[config.mk]
export PLATFORM = sky130hd
export DESIGN_NAME = mem_port_arbiter
export DESIGN_NICKNAME = d
export VERILOG_FILES = /design/src/rtl/mem_port_arbiter.sv
export SDC_FILE = /design/constraint.sdc
export NUM_CORES = 1
export LEC_CHECK = 0
export BUFFER_PORTS_ARGS = -buffer_cell sky130_fd_sc_hd__buf_2
export CAP_MARGIN = 20
export CORE_ASPECT_RATIO = 0.75
export CORE_MARGIN = 2
export CORE_UTILIZATION = 28
export CTS_CLUSTER_DIAMETER = 100
export DETAILED_ROUTE_END_ITERATION = 10
export GPL_TIMING_DRIVEN = 0
export MAX_ROUTING_LAYER = met4
export PLACE_DENSITY = 0.59
export SYNTH_ARGS = -nofsm -noshare
export SYNTH_HDL_FRONTEND = slang
export SYNTH_SLANG_ARGS = --single-unit
[constraint.sdc]
create_clock -name clk -period 3.7 [get_ports clk]
set_clock_uncertainty 0.1 [all_clocks]
set_input_delay 0.37 -clock clk [delete_from_list [all_inputs] [get_ports clk]]
set_output_delay 0.37 -clock clk [all_outputs]
set_load 0.01 [all_outputs]
[src/rtl/mem_port_arbiter.sv]
// Arbitrates the unified single-ported memory between instruction fetch and the
// load/store path; one outstanding transaction, data-first with a bounded streak.
module mem_port_arbiter #(
   parameter int MAX_DM_STREAK = 4
) (
   input  logic        clk,
   input  logic        rst_n,

   input  logic        if_req_valid,
   input  logic [31:0] if_req_addr,
   output logic        if_req_ready,
   output logic        if_resp_valid,
   output logic [31:0] if_resp_data,

   input  logic        dm_req_valid,
   input  logic        dm_req_write,
   input  logic [31:0] dm_req_addr,
   input  logic [31:0] dm_req_wdata,
   input  logic [3:0]  dm_req_wmask,
   output logic        dm_req_ready,
   output logic        dm_resp_valid,
   output logic [31:0] dm_resp_data,

   output logic        mem_req_valid,
   input  logic        mem_req_ready,
   output logic        mem_req_write,
   output logic [31:0] mem_req_addr,
   output logic [31:0] mem_req_wdata,
   output logic [3:0]  mem_req_wmask,
   input  logic        mem_resp_valid,
   input  logic [31:0] mem_resp_data
);

   // state   | meaning
   // IDLE    | may issue a request to memory
   // WAIT_IF | fetch outstanding, waiting for mem_resp_valid
   // WAIT_DM | data request outstanding, waiting for mem_resp_valid
   typedef enum logic [1:0] {IDLE, WAIT_IF, WAIT_DM} state_t;

   localparam logic [3:0] STREAK_MAX = 4'(MAX_DM_STREAK);

   state_t     state;
   logic [3:0] streak;
   logic       lock_valid;
   logic       lock_dm;
   logic       pend_write;

   logic       grant_dm;
   logic       grant_valid;
   logic       accept;

   // A stalled handshake freezes the owner so the memory never sees a switch.
   always_comb begin
      grant_dm = 1'b0;
      if (lock_valid)
         grant_dm = lock_dm;
      else if (dm_req_valid && !(streak == STREAK_MAX && if_req_valid))
         grant_dm = 1'b1;
   end

   assign grant_valid   = (state == IDLE) && (grant_dm ? dm_req_valid : if_req_valid);
   assign accept        = grant_valid && mem_req_ready;

   assign mem_req_valid = grant_valid;
   assign mem_req_write = grant_dm ? dm_req_write : 1'b0;
   assign mem_req_addr  = grant_dm ? dm_req_addr  : if_req_addr;
   assign mem_req_wdata = grant_dm ? dm_req_wdata : 32'h0;
   assign mem_req_wmask = grant_dm ? dm_req_wmask : 4'h0;

   assign if_req_ready  = grant_valid && !grant_dm && mem_req_ready;
   assign dm_req_ready  = grant_valid &&  grant_dm && mem_req_ready;

   always_ff @(posedge clk or negedge rst_n) begin
      if (!rst_n) begin
         state         <= IDLE;
         streak        <= 4'd0;
         lock_valid    <= 1'b0;
         lock_dm       <= 1'b0;
         pend_write    <= 1'b0;
         if_resp_valid <= 1'b0;
         dm_resp_valid <= 1'b0;
         if_resp_data  <= 32'h0;
         dm_resp_data  <= 32'h0;
      end else begin
         if_resp_valid <= 1'b0;
         dm_resp_valid <= 1'b0;
         case (state)
            IDLE: begin
               if (accept) begin
                  lock_valid <= 1'b0;
                  pend_write <= grant_dm && dm_req_write;
                  if (grant_dm) begin
                     state  <= WAIT_DM;
                     streak <= (streak == STREAK_MAX) ? STREAK_MAX : streak + 4'd1;
                  end else begin
                     state  <= WAIT_IF;
                     streak <= 4'd0;
                  end
               end else if (grant_valid) begin
                  lock_valid <= 1'b1;
                  lock_dm    <= grant_dm;
               end
            end
            WAIT_IF: begin
               if (mem_resp_valid) begin
                  if_resp_data  <= mem_resp_data;
                  if_resp_valid <= 1'b1;
                  state         <= IDLE;
               end
            end
            WAIT_DM: begin
               if (mem_resp_valid) begin
                  dm_resp_data  <= pend_write ? 32'h0 : mem_resp_data;
                  dm_resp_valid <= 1'b1;
                  state         <= IDLE;
               end
            end
            default: state <= IDLE;
         endcase
      end
   end

endmodule

==> results.ini, run 1 <==
[power_and_ir_drop]
p_switching_w = 0.00155
switching_share_pct = 36.3
p_total_w = 0.00427
power_frac_seq_pct = 32.5
p_leak_nw = 3.07
powerDensity_mw_per_mm2 = 747
p_int_w = 0.00272
p_clk_share_pct = 21.7
ir_worst_vdd_mv = 0.305
combPwrFrac_pct = 45.8

[floorplan]
die_w_um = 138
die_h_um = 104
start_util_pct = 28.8
io_pins = 277
row_count = 36
die_area_mm2 = 0.0144
core_area_mm2 = 0.0131

[yosys]
seq_area_frac_synth_pct = 49.9
ys.warnings.count = 0
synth.avg_cell_area_um2 = 10.8
synth_area_mm2 = 0.00376
syn-instance-count = 347
synth_cell_types = 30
ys_ff_latch = 75
synth_nets = 491

[sta]
maxSlewHeadroom_pct = 69.3
hold_viol_final = 0
fin_ws_ps = 1120
worst_pin_slew_ps = 461
final.setup.tns_ps = 0
rsz0062_at_grt = false
max_freq_mhz = 387
fin_crit_ps = 2580
finalSetupViolCount = 0
fin_crit_sh_pct = 69.8
drv_slew = 0

[setup_path]
critPathMaxFanout = 10
r2r_slack_ps = 1790
cp-start-kind = register
critPathCaptureType = output pin
reg2reg_to = dm_resp_data[30]
path_class = register to output pin
r2r_start = state[0]
slowest_delay_ps = 410
path_delay_family = buffers and inverters
critical_path.slowest_cell = dfrtp_1
worstPathBufferInverterCount = 3
worstPathCellList = inv_1, ha_1, nand4b_1, a22o_2, buf_2, mux2_2, buf_2
worstRegToRegCells = 6
required_ps = 3230
critPathArrivalTime_ps = 2110
path_common_cell = buf_2

[clock_network]
clk_latency_ps = 320
clock_path_buffers = 2
ctsResizeCount = 0
cts_buffers = 9
htree_levels = 3
clkSlewWorstSetupHoldPaths_ps = 60
ctsHoldBuffers = 1
cts_root_buf = clkbuf_16
cts_setup_buffers = 0
cts_tree = built
cts.sinks = 75

[routing]
drtPass1Iterations = 5
drt-vias-per-instance = 4.47
antenna_left = 0
finalWirelength_um = 12000
num_vias = 3628
drc_errors = 0
drt_iter0_markers = 116
wl_per_cell_um = 14.8

[placed_design]
gp_congestion = 0.849
io_buffers = 276
dp_slack_ps = 1440
placedInstanceArea_mm2 = 0.00539
dp_hpwl_um = 9700

[grt]
grt_pass1_vias = 3727
antenna_found_initial = 0
grtUsageTotal_pct = 16.8
grt_max_degree = 46
grt_pass1_wl_um = 18500
grt_overflow = 0

[job]
cap_violations = 0

[cells_and_area]
final_nets = 780
final_area_mm2 = 0.00571
antenna_cells = 0
final_util_pct = 43.7
syn2layout_area_growth_pct = 51.9
drive_above_1_share_pct = 57.4

[hold_path]
hold_end = if_resp_data[10]
hold_start = mem_resp_data[10]
hold-path-cell-count = 2
hp-class = input pin to register

[outcome]
status = finished clean

cells by family (layout without fill, tap and decap cells):
logic type	Yosys count	count (layout)	share of synthesized area (%)
AO/OA/AOI/OAI	51	51	7.79
adder cells (fa/ha/maj)	5	5	1.66
buffers and inverters	29	323	3.33
flip-flops	75	75	49.9
multiplexers	66	66	19.7
AND/OR/NAND/NOR	121	121	17.6
registers in the layout, summed over array words and instances (netlist names):
signal	cells
pend_write	1
lock_valid	1
streak	4
dm_resp_data	32
if_resp_data	32
lock_dm	1
state	2
dm_resp_valid	1
if_resp_valid	1
worst max path at each step:
stage | cells past startpoint | startpoint | end | slack (ps)
6_report | 7 | streak[0] | mem_req_addr[9] | 1120
5_1_grt | 8 | streak[0] | mem_req_wmask[2] | 890
4_1_cts | 8 | streak[0] | mem_req_wdata[26] | 1070
3_5_place_dp | 8 | streak[0] | mem_req_wdata[26] | 1440
3_3_place_gp | 8 | streak[0] | mem_req_wdata[28] | 1440
2_1_floorplan | 6 | streak[0] | mem_req_addr[10] | 1750
power by group through the flow:
| stage | clock network (W) | logic [W] | registers (W) |
|---|---|---|---|
| after global routing | 0.000999 | 0.00215 | 0.00144 |
| final | 0.000926 | 0.00195 | 0.00139 |
| after global placement | 0 | 0.00194 | 0.00138 |
| after floorplan | 0 | 0.000980 | 0.00154 |
| after CTS | 0.000957 | 0.00199 | 0.00139 |
| after detailed placement | 0 | 0.00198 | 0.00140 |
metrics by stage:
step | hold WS, ps | std cells
final | 194 | 812
after global routing | 184 | 812
after CTS | 180 | 812
after detailed placement | 235 | 795
after global placement | 358 | 794
after floorplan | -25.6 | 347
cells in the mapped netlist:
master / number / share of area [%]
a22o_2: 1 / 0.27
and2_4: 2 / 0.47
nand2b_1: 34 / 5.7
mux2_2: 65 / 19
ha_1: 5 / 1.7
clkbuf_1: 12 / 1.2
o2bb2ai_1: 2 / 0.47
inv_1: 8 / 0.80
a21oi_1: 4 / 0.53
mux2i_1: 1 / 0.27
clkbuf_2: 1 / 0.13
buf_2: 6 / 0.80
or3b_1: 1 / 0.23
o2111ai_1: 1 / 0.23
o2111a_1: 1 / 0.30
a31oi_1: 2 / 0.33
o21ai_0: 36 / 4.8
nor2_1: 4 / 0.40
nand4b_1: 1 / 0.23
dfrtp_1: 75 / 50
and2_1: 36 / 6.0
a21boi_0: 1 / 0.20
buf_1: 1 / 0.10
nand2_1: 36 / 3.6
nor2b_1: 2 / 0.33
a21boi_1: 1 / 0.20
buf_6: 1 / 0.30
a22o_1: 2 / 0.47
nand3_1: 4 / 0.53
nor3_1: 1 / 0.13
layout make-up:
cell class                      count  area (um2)
Fill cell                        1299        7350
Multi-Input combinational cell    243        1760
Buffer                             21        95.1
Clock inverter                      6        87.6
Clock buffer                       10         229
Timing Repair Buffer              278        1420
Tap cell                          171         214
Sequential cell                    75        1880
Inverter                            8        30.0
placed cells by master, fill, tap and decap left out, types with 2 or more instances in the layout:
cell and instances:
buf_2 281, dfrtp_1 75, mux2_2 65, and2_1 36, o21ai_0 36, nand2_1 36
nand2b_1 34, clkbuf_1 13, clkbuf_16 9, inv_1 8, ha_1 5, nor2_1 4
nand3_1 4, a21oi_1 4, nor2b_1 2, and2_4 2, o2bb2ai_1 2, a31oi_1 2
a22o_1 2, clkinv_2 2, bufinv_16 2
metal layers:
layer	up-vias	part of all wire [%]	global-route usage (%)
met5	-	0	-
met4	0	0.77	3.79
met3	8	7.0	4.04
met2	155	50	28.9
met1	1715	42	19.9
li1	1750	-	-
Power figures use the tool's default switching activity.
==> run 2: changes to the inputs <==
- PLACE_DENSITY: 0.59 -> 0.61
- clock period: 3.7 -> 2.15 ns (I/O delays scaled with it)
==> run 2 against run 1 <==
Against the previous run: the run now ends with negative setup slack left; combinational power up 100%; wire length increased by 10%; utilization grew 3.2 points; final area rose by 7.3%.
==> results.ini, run 2 (synthesis gave the netlist of run 1 again) <==
[outcome]
status = finished with violations
violations = negative setup slack

[floorplan]
start_util_pct = 28.8
row_count = 36
die_w_um = 138
core_area_mm2 = 0.0131
die_area_mm2 = 0.0144
io_pins = 277
die_h_um = 104

[routing]
num_vias = 3697
drt-vias-per-instance = 4.49
wl_met2_um = 6720
antenna_left = 0
wl_per_cell_um = 16.1
dr_wl_met3_um = 1020
drc_errors = 0
finalWirelength_um = 13300
drtPass1Iterations = 4
drt_iter0_markers = 175
highest_layer = met4
wl_met1_um = 5380

[grt]
grtUsageTotal_pct = 18.7
grt_pass1_wl_um = 20100
grt_max_degree = 41
grt_pass1_vias = 3859
grt_overflow = 0
antenna_found_initial = 0

[clock_network]
cts.sinks = 75
htree_levels = 3
cts_root_buf = clkbuf_16
clk_latency_ps = 330
cts_buffers = 9
cts_tree = built
clock_path_buffers = 2
clkSlewWorstSetupHoldPaths_ps = 60

[sta]
rsz0062_at_grt = true
fin_crit_sh_pct = 105
drv_slew = 0
maxSlewHeadroom_pct = 64.9
worst_pin_slew_ps = 526
fin_crit_ps = 2250
finalSetupViolCount = 68
fin_ws_ps = -104
max_freq_mhz = 444
hold_viol_final = 0

[power_and_ir_drop]
power_frac_seq_pct = 29.8
p_int_w = 0.00514
p_clk_share_pct = 20.6
p_switching_w = 0.00282
combPwrFrac_pct = 49.6
p_leak_nw = 3.22
powerDensity_mw_per_mm2 = 1300
switching_share_pct = 35.4
ir_worst_vdd_mv = 0.519

[cells_and_area]
fillers = 1270
syn2layout_area_growth_pct = 63.1
fin_cells = 823
mostFrequentLayoutCells = buf_2, dfrtp_1, mux2_2, o21ai_0, nand2_1
final_util_pct = 46.9
drive_above_1_share_pct = 62.1
largestRegisters = dm_resp_data x32, if_resp_data x32, streak x4
final_area_mm2 = 0.00613
final_nets = 791
final_common_cell = buf_2
antenna_cells = 0

[setup_path]
cp-start-kind = register
required_ps = 1840
critPathMaxFanout = 7
critPathCaptureType = output pin
critPathArrivalTime_ps = 1940
path_class = register to output pin

[job]
cap_violations = 0

[placed_design]
dp_cells = 795
gp_congestion = 0.971
placedInstanceArea_mm2 = 0.00538
io_buffers = 276
dp_slack_ps = 45.7
dp_hpwl_um = 10400

[hold_path]
hp-class = input pin to register

## run 2: area by class of cell
| type | instances | area, um2 | area share [%] |
|---|---|---|---|
| sequential | 75 | 1880 | 30.6 |
| multi-input combinational | 243 | 1820 | 29.8 |
| timing repair buffer | 289 | 1690 | 27.5 |
| clock buffer | 11 | 243 | 3.96 |
| tap | 171 | 214 | 3.49 |
| buffer | 21 | 171 | 2.80 |
| clock inverter | 5 | 83.8 | 1.37 |
| inverter | 8 | 30.0 | 0.490 |
## run 2: per-stage QoR
stage          hold WS (ps)  total power (W)  TNS, ps
3_3_place_gp            357          0.00572        0
4_1_cts                20.0          0.00803    -7120
5_1_grt                17.9          0.00853   -13390
3_5_place_dp            132          0.00585        0
2_1_floorplan          -181          0.00434        0
6_report               35.0          0.00796    -5610
## run 2: critical path, stage by stage (launching register included)
cell and delay (ps):
dfrtp_1 390, inv_2 70, ha_4 120, nand4b_1 130
a22o_4 300, buf_8 160, clkbuf_8 150, and2_4 150
buf_6 120
## run 2: worst paths after layout
check,endpoint,startpoint,depth (start not counted),slack (ps)
max in group asynchronous,state[0],rst_n,3,1060
max reg2reg,streak[2],streak[1],10,140
min in group asynchronous,dm_resp_data[17],rst_n,2,310
min,if_resp_data[4],mem_resp_data[4],2,40
min reg2reg,dm_resp_data[14],dm_resp_data[14],2,370
max,mem_req_wdata[8],streak[1],8,-100
## run 2: power groups by stage
stage / registers (W) / clock network [W] / logic [W]
2_1_floorplan: 0.00265 / 0 / 0.00169
3_3_place_gp: 0.00236 / 0 / 0.00336
3_5_place_dp: 0.00241 / 0 / 0.00344
4_1_cts: 0.00238 / 0.00169 / 0.00397
5_1_grt: 0.00246 / 0.00176 / 0.00431
6_report: 0.00237 / 0.00164 / 0.00394
## run 2: what timing repair did
action | in CTS | in global routing
pin swaps | 16 | 2
gates cloned | 3 | 0
hold buffers | 1 | 0
endpoints found under the setup margin | 71 | 79
hold endpoints to repair | 39 | 0
buffers inserted | 6 | 2
gates resized for setup | 77 | 9
## run 2: metal layers
metal | global-route usage (%) | vias to the layer above
li1 | - | 1767
met1 | 21.9 | 1749
met2 | 32.2 | 171
met3 | 4.34 | 10
met4 | 4.81 | 0
met5 | - | -
